===== config.mk =====
export PLATFORM = sky130hd
export DESIGN_NAME = ps2_key_decoder
export DESIGN_NICKNAME = d
export VERILOG_FILES = /design/src/rtl/pong_kbd_pkg.sv /design/src/rtl/ps2_timeout_counter.sv /design/src/rtl/ps2_key_decoder.sv
export SDC_FILE = /design/constraint.sdc
export NUM_CORES = 1
export LEC_CHECK = 0
export ABC_CLOCK_PERIOD_IN_PS = 1900
export CAP_MARGIN = 20
export CORE_MARGIN = 2
export CORE_UTILIZATION = 62
export DETAILED_ROUTE_END_ITERATION = 10
export DONT_BUFFER_PORTS = 1
export GPL_TIMING_DRIVEN = 0
export PLACE_DENSITY = 0.78
export REMOVE_ABC_BUFFERS = 1
export SLEW_MARGIN = 40
export SYNTH_ARGS = -nofsm -noshare
export SYNTH_HDL_FRONTEND = slang
export SYNTH_SLANG_ARGS = --single-unit
export TNS_END_PERCENT = 30

===== constraint.sdc =====
create_clock -name clk -period 1.9 [get_ports clk]
set_input_delay 0.095 -clock clk [delete_from_list [all_inputs] [get_ports clk]]
set_output_delay 0.095 -clock clk [all_outputs]
set_load 0.02 [all_outputs]

===== src/rtl/pong_kbd_pkg.sv =====
// rtl/pong_kbd_pkg.sv - shared scancodes and decoder state encoding for the pong keyboard
package pong_kbd_pkg;

  typedef enum logic [1:0] {
    ST_IDLE    = 2'd0,
    ST_BRK     = 2'd1,
    ST_EXT     = 2'd2,
    ST_EXT_BRK = 2'd3
  } kbd_state_t;

  localparam logic [7:0] SC_BREAK = 8'hF0;
  localparam logic [7:0] SC_EXT   = 8'hE0;
  localparam logic [7:0] SC_BAT   = 8'hAA;
  localparam logic [7:0] SC_Q     = 8'h15;
  localparam logic [7:0] SC_A     = 8'h1C;
  localparam logic [7:0] SC_UP    = 8'h75;
  localparam logic [7:0] SC_DOWN  = 8'h72;

  localparam int BTN_P1_UP   = 0;
  localparam int BTN_P1_DOWN = 1;
  localparam int BTN_P2_UP   = 2;
  localparam int BTN_P2_DOWN = 3;

endpackage


===== src/rtl/ps2_timeout_counter.sv =====
// rtl/ps2_timeout_counter.sv - counts idle cycles after a prefix byte, flags the last allowed cycle
module ps2_timeout_counter #(
  parameter int TIMEOUT_CYCLES = 2000000
) (
  input  logic clk,
  input  logic reset,
  input  logic clr,
  input  logic en,
  output logic expired
);

  localparam int CW = (TIMEOUT_CYCLES > 1) ? $clog2(TIMEOUT_CYCLES) : 1;
  localparam logic [CW-1:0] LAST = CW'(TIMEOUT_CYCLES - 1);

  logic [CW-1:0] count;

  // Saturates at LAST; the decoder leaves the prefix state on expiry, which drops en.
  always_ff @(posedge clk or posedge reset) begin
    if (reset) begin
      count <= '0;
    end else if (clr || !en) begin
      count <= '0;
    end else if (count != LAST) begin
      count <= count + CW'(1);
    end
  end

  assign expired = en && (count == LAST);

endmodule


===== src/rtl/ps2_key_decoder.sv =====
// rtl/ps2_key_decoder.sv - PS/2 scancode decoder tracking four held pong keys
module ps2_key_decoder
  import pong_kbd_pkg::*;
#(
  parameter int TIMEOUT_CYCLES = 2000000
) (
  input  logic       clk,
  input  logic       reset,
  input  logic       rx_valid,
  input  logic [7:0] rx_byte,
  output logic [3:0] btn,
  output logic       key_press,
  output logic       err
);

  kbd_state_t state, state_next;
  logic [3:0] btn_next;
  logic       expired;

  ps2_timeout_counter #(
    .TIMEOUT_CYCLES(TIMEOUT_CYCLES)
  ) u_timeout (
    .clk    (clk),
    .reset  (reset),
    .clr    (rx_valid),
    .en     (state != ST_IDLE),
    .expired(expired)
  );

  always_ff @(posedge clk or posedge reset) begin
    if (reset) begin
      state     <= ST_IDLE;
      btn       <= 4'b0000;
      key_press <= 1'b0;
      err       <= 1'b0;
    end else begin
      state     <= state_next;
      btn       <= btn_next;
      key_press <= |(btn_next & ~btn);
      err       <= expired && !rx_valid;
    end
  end

  always_comb begin
    state_next = state;
    btn_next   = btn;
    if (rx_valid) begin
      case (state)
        ST_IDLE: begin
          case (rx_byte)
            SC_BREAK: state_next = ST_BRK;
            SC_EXT:   state_next = ST_EXT;
            SC_Q:     btn_next[BTN_P1_UP] = 1'b1;
            SC_A:     btn_next[BTN_P1_DOWN] = 1'b1;
            SC_BAT:   btn_next = 4'b0000;
            default:  state_next = ST_IDLE;
          endcase
        end
        ST_BRK: begin
          state_next = ST_IDLE;
          if (rx_byte == SC_Q) btn_next[BTN_P1_UP] = 1'b0;
          if (rx_byte == SC_A) btn_next[BTN_P1_DOWN] = 1'b0;
        end
        ST_EXT: begin
          state_next = ST_IDLE;
          if (rx_byte == SC_BREAK) state_next = ST_EXT_BRK;
          if (rx_byte == SC_UP) btn_next[BTN_P2_UP] = 1'b1;
          if (rx_byte == SC_DOWN) btn_next[BTN_P2_DOWN] = 1'b1;
        end
        ST_EXT_BRK: begin
          state_next = ST_IDLE;
          if (rx_byte == SC_UP) btn_next[BTN_P2_UP] = 1'b0;
          if (rx_byte == SC_DOWN) btn_next[BTN_P2_DOWN] = 1'b0;
        end
        default: state_next = ST_IDLE;
      endcase
    end else if (expired) begin
      // Abandon a stale prefix; held keys are left as they were.
      state_next = ST_IDLE;
    end
  end

endmodule


## After elaboration in Yosys (flattened, before gate mapping)

Cells that the tools add are included.
W data, S select, Z words.

| word-level totals | value |
|---|---|
| register bits | 29 |
| word-level logic and storage cells | 53 |
| output and inout bits | 6 |

| operators by class | value |
|---|---|
| bitwise logic cells | 2 |
| equal/unequal tests | 13 |
| muxes and demuxes | 19 |
| reduce and logical (&&, ||, !) cells | 13 |
| add/sub/neg operators | 1 |

Operators by type and width:

| operator | number |
|---|---|
| $mux W21 | 2 |
| $eq A8 B8 Y1 const B | 3 |
| $add A21 B1 Y21 const B | 1 |
| $eq A21 B21 Y1 const B | 1 |
| $ne A21 B21 Y1 const B | 1 |
| $pmux W2 S3 | 3 |
| $eq A8 B5 Y1 const B | 2 |
| $eq A8 B7 Y1 const B | 2 |
| $mux W2 | 4 |
| $mux W1 | 6 |
| $reduce_bool A2 Y1 | 3 |
| $and A4 B4 Y4 | 1 |
| $eq A2 B2 Y1 const B | 2 |
| $mux W4 | 1 |
| $not A4 Y4 | 1 |
| $pmux W1 S2 | 2 |
| $pmux W2 S2 | 1 |
| $reduce_or A4 Y1 | 1 |
| $ne A3 B3 Y1 const B | 1 |
| $reduce_or A3 Y1 | 1 |
| $eq A2 B1 Y1 const B | 1 |
| $logic_and A1 B1 Y1 | 2 |
| $logic_not A1 Y1 | 2 |
| $logic_not A2 Y1 | 1 |
| other kinds (3) | 3 |

## Depth between registers and ports, before layout

Gate-level depths: netlist (run 1).

| depth | value |
|---|---|
| word-level depth | 6 |
| mapped depth | 6 |

## Hierarchy

A second synthesis (run 1) with hierarchy kept.

| unflattened totals | value |
|---|---|
| cells, all modules | 180 |
| area, all modules | 1,732.9 sq um |

Modules (own cells, without submodules):

| module | instances | area an instance (sq um) | cells each |
|---|---|---|---|
| ps2_timeout_counter | 1 | 1,197.4 | 124 |
| ps2_key_decoder | 1 | 535.5 | 56 |

## Worst setup path before layout (run 1)

No wires, ideal clock.

| timing path | value |
|---|---|
| kind | reg2reg |
| from | register state[1] |
| to | register btn[0] |
| cell stages (with the launch flop) | 5 |
| path slack | 0.407 ns |
| data required time | 1.777 ns |
| setup time | 0.123 ns |
| arrival time | 1.370 ns |
| path through | dfrtp_1 -> clkbuf_8 -> or2b_2 -> or2_2 -> o221a_2 |

| on the way | value |
|---|---|
| word-level cells in the longest chain between the ends | 3 |
| elaborated cells between the ends (all ways) | 4 |
| those cells by class | 1 x eq/ne; 2 x mux; 1 x reduce/logical |

Ends and longest elaborated chain:

| element | line | source |
|---|---|---|
| from (decl) | ps2_key_decoder.sv:16 | `kbd_state_t state, state_next;` |
| from (signal assigned) | ps2_key_decoder.sv:37 | `state <= state_next;` |
| $eq A2 B1 Y1 / $logic_not A2 Y1 (equally long branches) | ps2_key_decoder.sv:48 | `case (state)` |
| $pmux W2 S2 (*) | ps2_key_decoder.sv:48 |  |
| $mux W4 (*) | ps2_key_decoder.sv:47 | `if (rx_valid) begin` |
| via btn_next[0] | ps2_key_decoder.sv:17 | `logic [3:0] btn_next;` |
| to (signal assigned) | ps2_key_decoder.sv:38 | `btn <= btn_next;` |
| to (decl) | ps2_key_decoder.sv:11 | `output logic [3:0] btn,` |

The timed path passes the listed nets; every way through them passes the cells marked *.
A chain may end at the register's enable or synchronous reset.

## Final worst setup path (run 1)

| timing path | value |
|---|---|
| from | register u_timeout.count[1] |
| to | register u_timeout.count[3] |

| on the way | value |
|---|---|
| word-level cells in the longest chain between the ends | 3 |
| elaborated cells between the ends (all ways) | 5 |
| those cells by class | 1 x add/sub; 1 x eq/ne; 2 x mux; 1 x reduce/logical |

Ends and longest elaborated chain:

| element | line | source |
|---|---|---|
| from (decl) | ps2_timeout_counter.sv:15 | `logic [CW-1:0] count;` |
| from (signal assigned) | ps2_timeout_counter.sv:24 | `count <= count + CW'(1);` |
| $add A21 B1 Y21 | ps2_timeout_counter.sv:24 |  |
| $mux W21 | ps2_timeout_counter.sv:23 | `end else if (count != LAST) begin` |
| $mux W21 | ps2_timeout_counter.sv:21 | `end else if (clr \|\| !en) begin` |

Several ways; a longest one is shown, not always the timed one. The select of a mux whose other input is x is not followed.

==> key figures, run 1 <==
Synthesis
  • Synth cell count leaders: dfrtp_1 (29), nor2_1 (24), nand2_1 (10)
  • Async set-or-reset flop fraction in the synthesized netlist: 1.00
  • Synth Warn #: 0
  • Synth top area cells: dfrtp_1 (44%), nor2_1 (5.5%), xnor2_1 (3.7%)
  • Post-synth top flop: dfrtp_1
  • Mapped Cells: 172
  • Mapped cell area: 0.00164 mm^2
  • Most frequent cell after synthesis: dfrtp_1
  • Yosys cell types: 46
  • Synth area leader: dfrtp_1
  • Synth Register Bits: 29
  • Post-synth EDFFs: 0
  • Share of Yosys cell area claimed by the top area cell type: 0.442
  • Post-synthesis sequential area ratio: 0.442
  • Syn Area/Cell: 9.54 um^2

CTS
  • CTS buffer count: 5
  • Clock sinks: 29
  • Maximum clock insertion buffer count: 2
  • Root Driver: clkbuf_4
  • Clock-pin slew on the worst setup and hold paths: 0.09 ns
  • Clk_lat worst skew: 0.33 ns
  • Post-CTS setup buffer count: 0
  • CTS tree: yes
  • H-tree depth: 2

Power and ir drop
  • Clock power share: 0.359
  • P per Cell Area: 603 mW/mm^2
  • P_leak: 0.689 nW
  • Sw Ratio: 0.226
  • Internal: 0.000816 W
  • Psw: 0.000238 W
  • Comb power frac: 0.043
  • Tot Pwr: 0.00105 W
  • VDD IR-drop max: 607 uV
  • Seq pwr share: 0.597

Die
  • Core area: 0.00250 mm^2
  • Die Ht: 55.5 um
  • Io pins: 17
  • Die boundary width: 55.5 um
  • Die area: 0.00308 mm^2
  • Initial core utilization: 0.657
  • Num rows: 18

Placement
  • Placed instance area: 0.00166 mm^2
  • Placer congestion estimate: 0.799
  • Dpl hpwl: 2350 um
  • PortBufs: 0

Timing
  • RSZ-0062 raised after global routing: yes
  • Endpoints failing setup: 0
  • Final Hold Fails: 0
  • Slew headroom: 0.467
  • Fin. max-slew vios: 0
  • Clock Skew: 0.00861 ns
  • Fmax: 0.566 GHz
  • Sum Neg Setup Slack: 0 ns
  • Worst Tran Pin Value: 0.799 ns
  • Final min period: 1.77 ns
  • Fin crit share: 0.930

Global route
  • Largest net degree at the start of global routing: 30
  • GR peak layer: met2
  • Met2 Resource Use GR: 0.401
  • GR Util met3: 0.0796
  • Initial antenna violation count: 0
  • GRT Total Usage: 0.236
  • First-pass GRT wire length: 5710 um
  • Vias in the first global route: 1356
  • Met1 Use GR: 0.276
  • Remaining Overflow, GRT: 0

Route
  • Antenna-violating nets left: 0
  • WL/cell: 16.1 um
  • Initial DRC Count: 34
  • Via count: 1394
  • DRT Pass-1 Iters: 4
  • Total Wirelength: 3360 um
  • Residual DRC count: 0
  • Via density: 6.67

Hold path
  • Min-delay worst type: in2reg

Layout
  • Share of cells above drive strength 1: 0.140
  • Number of diodes: 0
  • P&R area growth vs syn: 6.40%
  • Final-layout fill cell count: 200
  • FF/Latch Area: 726 um^2
  • Final #Nets: 191
  • Multi-input logic area: 883 um^2
  • Post-route cell area: 0.00175 mm^2

Worst setup path
  • Worst r2r dst: u_timeout.count[3]
  • CP endpoint kind: flip-flop
  • Critical path arrival: 2.00 ns
  • R2R depth: 5
  • Setup crit start: u_timeout.count[1]
  • Critical path data required time: 2.13 ns
  • CP max FO: 7
  • Reg-to-reg slack, setup: 0.13 ns
  • Worst r2r src: u_timeout.count[1]
  • Crit Path Class: reg2reg
  • Crit path to: u_timeout.count[3]
  • Crit start category: flip-flop

Job
  • Max-Cap Viols: 0

Status
  • Status: completed
==> flip-flops by register name, indices dropped and copies added (netlist names) <==
signal,cells
u_timeout.count,21
state,2
err,1
key_press,1
btn,4
==> layout by cell type (no fill, tap or decap), types with 3 or more instances in the layout <==
master | Yosys | routed
nand2_1 | 10 | 10
a21oi_1 | 5 | 5
o21ai_0 | 6 | 6
a41o_1 | 3 | 3
inv_1 | 4 | 3
or2_2 | 3 | 3
xnor2_1 | 7 | 7
clkbuf_4 | 0 | 5
and4_1 | 3 | 3
nand3_1 | 6 | 6
dlygate4sd3_1 | 0 | 3
dfrtp_1 | 29 | 29
nor4_1 | 7 | 7
nand3b_1 | 3 | 3
a22o_1 | 3 | 3
nor2_1 | 24 | 24
nand4_1 | 6 | 6
a31oi_1 | 7 | 7
nor3_1 | 6 | 6
==> worst max-delay path, stage by stage (launching register included) <==
cell	delay, ns
dfrtp_1	0.43
ha_1	0.22
nand3_1	0.25
nor2_1	0.31
nand2_1	0.20
a211oi_1	0.26
==> stage by stage <==
step,hold WS [ns],worst slack (ns),instances,utilization
2_1_floorplan,0.173,0.279,169,-
3_3_place_gp,0.242,-0.102,199,0.663
3_5_place_dp,0.0759,0.179,199,0.665
4_1_cts,0.0718,0.132,209,0.699
5_1_grt,0.0832,-0.00826,209,0.699
6_report,0.0765,0.134,209,0.699
==> how the worst min path moves through the flow <==
| stage | start | end | slack [ns] | depth (start not counted) |
|---|---|---|---|---|
| 2_1_floorplan | reset | btn[0] | 0.17 | 1 |
| 3_3_place_gp | rx_byte[4] | state[0] | 0.24 | 1 |
| 3_5_place_dp | reset | key_press | 0.08 | 1 |
| 4_1_cts | rx_byte[4] | state[1] | 0.07 | 3 |
| 5_1_grt | rx_byte[3] | btn[0] | 0.08 | 2 |
| 6_report | rx_byte[3] | btn[1] | 0.08 | 2 |
==> what timing repair did <==
action / CTS / global route
endpoints found under the setup margin: 0 / 2
gates resized for setup: 0 / 0
hold buffers: 3 / 0
hold endpoints to repair: 31 / 0
==> layer usage <==
metal	routed length, um	part of all wire
met1	1490	0.44
met2	1660	0.49
met5	0	0
met4	43	0.013
met3	161	0.048
==> power groups by stage <==
stage                     combinational, W  sequential, W  clock, W
after floorplan                  0.0000342       0.000640         0
after global placement           0.0000391       0.000641         0
after detailed placement         0.0000413       0.000641         0
after CTS                        0.0000462       0.000629  0.000380
after global routing             0.0000526       0.000629  0.000403
final                            0.0000456       0.000629  0.000379
==> cell families after synthesis <==
group	Yosys count	synth area share
flops	29	0.442
buf+inv	7	0.0221
mux	2	0.0137
xor+xnor	9	0.0480
compound gates	37	0.162
fa+ha+maj	1	0.00762
simple gates	87	0.304
==> cell type report <==
type,instances,share of cell area
clock buffer,7,0.0315
inverter,4,0.00860
multi-input combinational,136,0.506
sequential,29,0.415
tap,30,0.0215
timing repair buffer,3,0.0172
Note: power is estimated with default switching activity, not from simulation.
==> run 2, diff against run 1 <==
Settings changed: PLACE_DENSITY 0.78 to unset, PLACE_DENSITY_LB_ADDON set to 0.2, SYNTH_HIERARCHICAL set to 1.
==> key figures, run 2 <==
CTS
  • Clock-pin slew on the worst setup and hold paths: 0.09 ns (about the same)
  • Root Driver: clkbuf_4
  • CTS tree: yes
  • Clk_lat worst skew: 0.33 ns (about the same)
  • H-tree depth: 2 (unchanged)
  • CTS buffer count: 5 (unchanged)
  • Post-CTS setup buffer count: 0 (unchanged)
  • Clock sinks: 29 (unchanged)
  • Maximum clock insertion buffer count: 2 (unchanged)

Timing
  • Final Hold Fails: 0 (unchanged)
  • Clock Skew: 0.00970 ns (+0.00109 ns)
  • Final min period: 1.76 ns (-0.00399 ns)
  • Fin crit share: 0.927 (-0.00210)
  • Fmax: 0.567 GHz (+0.23%)
  • RSZ-0062 raised after global routing: no
  • Fin. max-slew vios: 0 (unchanged)
  • Worst Tran Pin Value: 0.423 ns (-0.376 ns)
  • Slew headroom: 0.717 (+0.251)
  • Endpoints failing setup: 0 (unchanged)
  • Post-route setup slack: 0.138 ns (+0.00399 ns)
  • Hold WS: 0.00372 ns (-0.0728 ns)

Placement
  • Placer congestion estimate: 0.863 (+8.0%)
  • Placed instance area: 0.00174 mm^2 (+5.0%)
  • Dpl hpwl: 2510 um (+6.9%)
  • Placed cells: 205 (+3.0%)
  • PortBufs: 0 (unchanged)
  • Worst slack, placed: -0.0472 ns (-0.226 ns)

Global route
  • GRT Total Usage: 0.248 (+0.0127)
  • Remaining Overflow, GRT: 0 (unchanged)
  • Largest net degree at the start of global routing: 22 (-27%)
  • Vias in the first global route: 1388 (+2.4%)
  • Initial antenna violation count: 0 (unchanged)
  • First-pass GRT wire length: 6150 um (+7.7%)

Layout
  • Final #Nets: 199 (+4.2%)
  • Most common cell after layout, fill and taps aside: dfrtp_1
  • Share of cells above drive strength 1: 0.144 (+0.00395)
  • Non-filler instance count after layout: 219 (+4.8%)
  • Final-layout fill cell count: 210 (+5.0%)
  • Biggest register: u_timeout/count
  • Most frequent cells in the layout: dfrtp_1 (29), nor2_1 (15), nand2_1 (14), nand3_1 (8), a21oi_1 (8)
  • Largest registers: u_timeout/count: 21 flops, btn: 4 flops, state: 2 flops
  • Number of flip-flops under the largest register name: 21 (unchanged)
  • Number of diodes: 0 (unchanged)
  • P&R area growth vs syn: 9.46%
  • Post-route cell area: 0.00190 mm^2 (+8.6%)

Synthesis
  • Post-synth EDFFs: 0 (unchanged)
  • Most frequent cell after synthesis: dfrtp_1
  • Synth top area cells: dfrtp_1 (42%), nor2_1 (3.2%), nand2_1 (3.0%)
  • Post-synthesis sequential area ratio: 0.419 (-0.0233)
  • Synth Register Bits: 29 (unchanged)
  • Mapped cell area: 0.00173 mm^2 (+5.6%)
  • Synth cell count leaders: dfrtp_1 (29), nor2_1 (15), nand2_1 (14)
  • Synth area leader: dfrtp_1
  • Yosys cell types: 52 (+13%)
  • Mapped Cells: 180 (+4.7%)
  • Synth Warn #: 6 (+6)
  • Syn Area/Cell: 9.63 um^2 (+0.87%)
  • Share of Yosys cell area claimed by the top area cell type: 0.419 (-0.0233)
  • Async set-or-reset flop fraction in the synthesized netlist: 1.00 (unchanged)
  • Post-synth top flop: dfrtp_1

Route
  • Via count: 1453 (+4.2%)
  • Initial DRC Count: 79 (+130%)
  • Residual DRC count: 0 (unchanged)
  • WL/cell: 16.9 um (+5.1%)
  • Antenna-violating nets left: 0 (unchanged)
  • Via density: 6.63 (-0.53%)
  • Total Wirelength: 3700 um (+10%)
  • DRT Pass-1 Iters: 4 (unchanged)

Die
  • Io pins: 17 (unchanged)
  • Num rows: 19 (+1)
  • Die Ht: 56.9 um (+2.5%)
  • Die area: 0.00323 mm^2 (+5.1%)
  • Initial core utilization: 0.639 (-0.0172)
  • Core area: 0.00271 mm^2 (+8.4%)
  • Die boundary width: 56.9 um (+2.5%)

Job
  • Max-Cap Viols: 0 (unchanged)

Worst setup path
  • CP max FO: 7 (unchanged)
  • CP endpoint kind: flip-flop
  • Critical path data required time: 2.14 ns (about the same)
  • Crit start category: flip-flop
  • Critical path arrival: 2.01 ns (about the same)
  • Crit Path Class: reg2reg

Hold path
  • Min-delay worst type: in2reg

Power and ir drop
  • VDD IR-drop max: 636 uV (+4.7%)
  • P per Cell Area: 635 mW/mm^2 (+5.3%)
  • P_leak: 0.811 nW (+18%)
  • Tot Pwr: 0.00120 W (+14%)

Status
  • Status: completed
[run 2: per-stage QoR]
step / utilization / TNS [ns]
global route: 0.700 / 0
detailed placement: 0.644 / -0.0472
global placement: 0.644 / 0
finish: 0.700 / 0
CTS: 0.698 / 0
floorplan: - / 0
[run 2: cells by family (layout without fill, tap and decap cells)]
kind of cell | after synthesis | after routing | synth area share
compound gates | 37 | 37 | 0.144
xor+xnor | 6 | 6 | 0.0303
fa+ha+maj | 1 | 1 | 0.00722
buf+inv | 10 | 18 | 0.0245
flops | 29 | 29 | 0.419
mux | 3 | 3 | 0.0173
simple gates | 94 | 94 | 0.358
[run 2: timing repair]
| item | 4_1_cts | 5_1_grt |
|---|---|---|
| gates resized for setup | 1 | 2 |
| pin swaps | 0 | 0 |
| cloned | 0 | 0 |
| hold buffers | 6 | 0 |
| endpoints found under the setup margin | 1 | 10 |
| hold endpoints to repair | 33 | 0 |
[run 2: layout make-up]
class	count	area (um^2)	share of cell area
Clock inverter	1	30.0	0.0158
Clock buffer	7	55.1	0.0290
Sequential cell	29	726	0.383
Tap cell	31	38.8	0.0204
Inverter	4	15.0	0.00792
Timing Repair Buffer	6	60.1	0.0317
Multi-Input combinational cell	141	972	0.513
[run 2: path summary, 6_finish.rpt]
| check | end | cells past startpoint | start | slack [ns] |
|---|---|---|---|---|
| worst max-delay path | u_timeout/count[20] | 5 | u_timeout/count[0] | 0.14 |
| worst min-delay path | u_timeout/count[6] | 3 | rx_valid | 0.004 |
| worst max register to register | u_timeout/count[20] | 5 | u_timeout/count[0] | 0.14 |
| worst min register to register | u_timeout/count[5] | 1 | u_timeout/count[5] | 0.54 |
| max in group asynchronous | u_timeout/count[12] | 2 | reset | 1.36 |
| min in group asynchronous | state[1] | 2 | reset | 0.20 |
[run 2: layer usage]
| layer | global-route usage | up-vias | share of wire |
|---|---|---|---|
| met3 | 0.0760 | 7 | 0.060 |
| met4 | 0.0797 | 0 | 0.012 |
| met2 | 0.424 | 47 | 0.52 |
| met1 | 0.299 | 699 | 0.41 |
| li1 | - | 700 | - |
| met5 | 0 | - | 0 |
[run 2: worst max-delay path: stages, from the launching register on]
cell,delay [ns]
dfrtp_1,0.44
ha_2,0.26
and2_1,0.18
nand2_1,0.14
or4_1,0.49
a21oi_1,0.17
[run 2: report_power, final]
| group | switching [W] | internal [W] |
|---|---|---|
| combinational | 0.0000232 | 0.0000220 |
| sequential | 0.0000105 | 0.000621 |
| clock | 0.000214 | 0.000314 |
==> run 3, diff against run 2 <==
Settings changed: CAP_MARGIN 20 to unset, CORE_ASPECT_RATIO set to 0.6, CORE_UTILIZATION 62 to 65, CTS_BUF_LIST set to sky130_fd_sc_hd__clkbuf_8.
==> key figures, run 3 (synthesis results as in run 2) <==
Global route
  • Remaining Overflow, GRT: 0 (unchanged)
  • Initial antenna violation count: 0 (unchanged)
  • GRT Total Usage: 0.310 (+0.0611)
  • Largest net degree at the start of global routing: 22 (unchanged)
  • First-pass GRT wire length: 7290 um (+19%)
  • Vias in the first global route: 1558 (+12%)

Worst setup path
  • CP endpoint kind: flip-flop
  • CP max FO: 5 (-2)
  • Reg-to-reg slack, setup: 0.07 ns (-0.07 ns)
  • Critical path arrival: 1.99 ns (-0.02 ns)
  • Crit Path Class: reg2reg
  • Crit start category: flip-flop
  • Critical path data required time: 2.06 ns (-0.08 ns)

Route
  • Total Wirelength: 4190 um (+13%)
  • Via density: 6.94 (+4.6%)
  • Via count: 1506 (+3.6%)
  • DRT Pass-1 Iters: 5 (+1)
  • WL/cell: 19.3 um (+14%)
  • Antenna-violating nets left: 0 (unchanged)
  • Initial DRC Count: 156 (+97%)
  • Residual DRC count: 0 (unchanged)

Timing
  • Final min period: 1.83 ns (+0.0688 ns)
  • Fin. max-slew vios: 0 (unchanged)
  • Final Hold Fails: 0 (unchanged)
  • Worst Tran Pin Value: 0.459 ns (+0.0356 ns)
  • Hold WS: 0.0408 ns (+0.0371 ns)
  • Endpoints failing setup: 0 (unchanged)
  • RSZ-0062 raised after global routing: no
  • Slew headroom: 0.693 (-0.0247)
  • Fmax: 0.546 GHz (-3.8%)
  • Clock Skew: 0.00660 ns (-0.00310 ns)
  • Fin crit share: 0.964 (+0.0362)
  • Sum Neg Setup Slack: 0 ns (unchanged)

Layout
  • Multi-input logic area: 978 um^2 (+0.64%)
  • Non-filler instance count after layout: 217 (-0.91%)
  • Largest registers: u_timeout/count: 21 flops, btn: 4 flops, state: 2 flops
  • Post-layout util: 0.748 (+0.0481)
  • Biggest register: u_timeout/count
  • Number of flip-flops under the largest register name: 21 (unchanged)
  • Most frequent cells in the layout: dfrtp_1 (28), nor2_1 (15), nand2_1 (14), nand3_1 (8), a21oi_1 (8)
  • Number of diodes: 0 (unchanged)
  • Final #Nets: 197 (-1.0%)
  • Most common cell after layout, fill and taps aside: dfrtp_1
  • FF/Latch Area: 727 um^2 (+0.17%)
  • Final-layout fill cell count: 187 (-11%)
  • P&R area growth vs syn: 8.88%
  • Share of cells above drive strength 1: 0.151 (+0.00773)

CTS
  • Root Driver: clkbuf_8
  • Maximum clock insertion buffer count: 2 (unchanged)
  • Clk_lat worst skew: 0.27 ns (-0.06 ns)
  • Post-CTS setup buffer count: 0 (unchanged)
  • H-tree depth: 2 (unchanged)
  • CTS buffer count: 5 (unchanged)
  • Clock-pin slew on the worst setup and hold paths: 0.06 ns (-0.03 ns)
  • CTS tree: yes
  • Clock sinks: 29 (unchanged)

Placement
  • Dpl hpwl: 2950 um (+17%)
  • Placed cells: 206 (+0.49%)
  • Placer congestion estimate: 0.877 (+1.6%)
  • PortBufs: 0 (unchanged)

Job
  • Max-Cap Viols: 0 (unchanged)

Die
  • Io pins: 17 (unchanged)
  • Num rows: 14 (-5)
  • Core area: 0.00252 mm^2 (-6.9%)
  • Die Ht: 44.0 um (-23%)
  • Initial core utilization: 0.687 (+0.0476)
  • Die area: 0.00311 mm^2 (-3.9%)
  • Die boundary width: 70.7 um (+24%)

Power and ir drop
  • Clock power share: 0.419 (-0.019)
  • Sw Ratio: 0.208 (+0.00257)
  • Psw: 0.000242 W (-2.1%)
  • P per Cell Area: 617 mW/mm^2 (-2.8%)
  • P_leak: 0.805 nW (-0.85%)
  • Comb power frac: 0.037 (about the same)
  • Tot Pwr: 0.00116 W (-3.3%)
  • Internal: 0.000923 W (-3.6%)
  • VDD IR-drop max: 750 uV (+18%)
  • Seq pwr share: 0.544 (+0.020)

Hold path
  • Min-delay worst type: in2reg

Status
  • Status: completed
[run 3: path summary, 6_finish.rpt]
check | cells after the start | start | end
max | 5 | u_timeout/count[12] | state[1]
min | 3 | rx_valid | state[0]
max reg2reg | 5 | u_timeout/count[12] | state[1]
min reg2reg | 1 | u_timeout/count[5] | u_timeout/count[5]
max in group asynchronous | 2 | reset | u_timeout/count[0]
min in group asynchronous | 2 | reset | key_press
[run 3: timing repair]
| item | CTS | global route |
|---|---|---|
| hold endpoints to repair | 31 | 0 |
| gates resized for setup | 1 | 4 |
| pin swaps | 0 | 0 |
| setup endpoints to repair | 1 | 12 |
| hold buffers | 4 | 0 |
[run 3: per-layer routing]
layer	global-route usage	vias up	share of wire
met5	0	-	0
met4	0.0868	0	0.0064
met3	0.0953	6	0.074
met2	0.455	53	0.43
met1	0.449	750	0.49
li1	-	697	-
[run 3: power by group through the flow]
| stage | clock [W] | sequential, W | combinational, W |
|---|---|---|---|
| after global placement | 0 | 0.000644 | 0.0000342 |
| final | 0.000489 | 0.000634 | 0.0000425 |
| after global routing | 0.000523 | 0.000634 | 0.0000485 |
| after floorplan | 0 | 0.000642 | 0.0000279 |
| after CTS | 0.000496 | 0.000633 | 0.0000424 |
| after detailed placement | 0 | 0.000645 | 0.0000351 |
[run 3: area by class of cell]
type,count,area share
clock buffer,6,0.0438
timing repair buffer,4,0.0212
sequential,29,0.385
tap,32,0.0212
clock inverter,1,0.00199
multi-input combinational,141,0.519
inverter,4,0.00796
[run 3: worst max-delay path, stage by stage (launching register included)]
cell	delay (ns)
dfrtp_1	0.46
nor4bb_1	0.41
and4_1	0.36
and3_1	0.25
nor2_1	0.07
a21o_1	0.17
[run 3: stage by stage]
step | instance area [um^2] | setup WS (ns)
after global routing | 1890 | 0.00391
final | 1890 | 0.0690
after CTS | 1870 | 0.0560
after detailed placement | 1750 | -0.0735
after floorplan | 1710 | 0.238
after global placement | 1750 | -0.00334
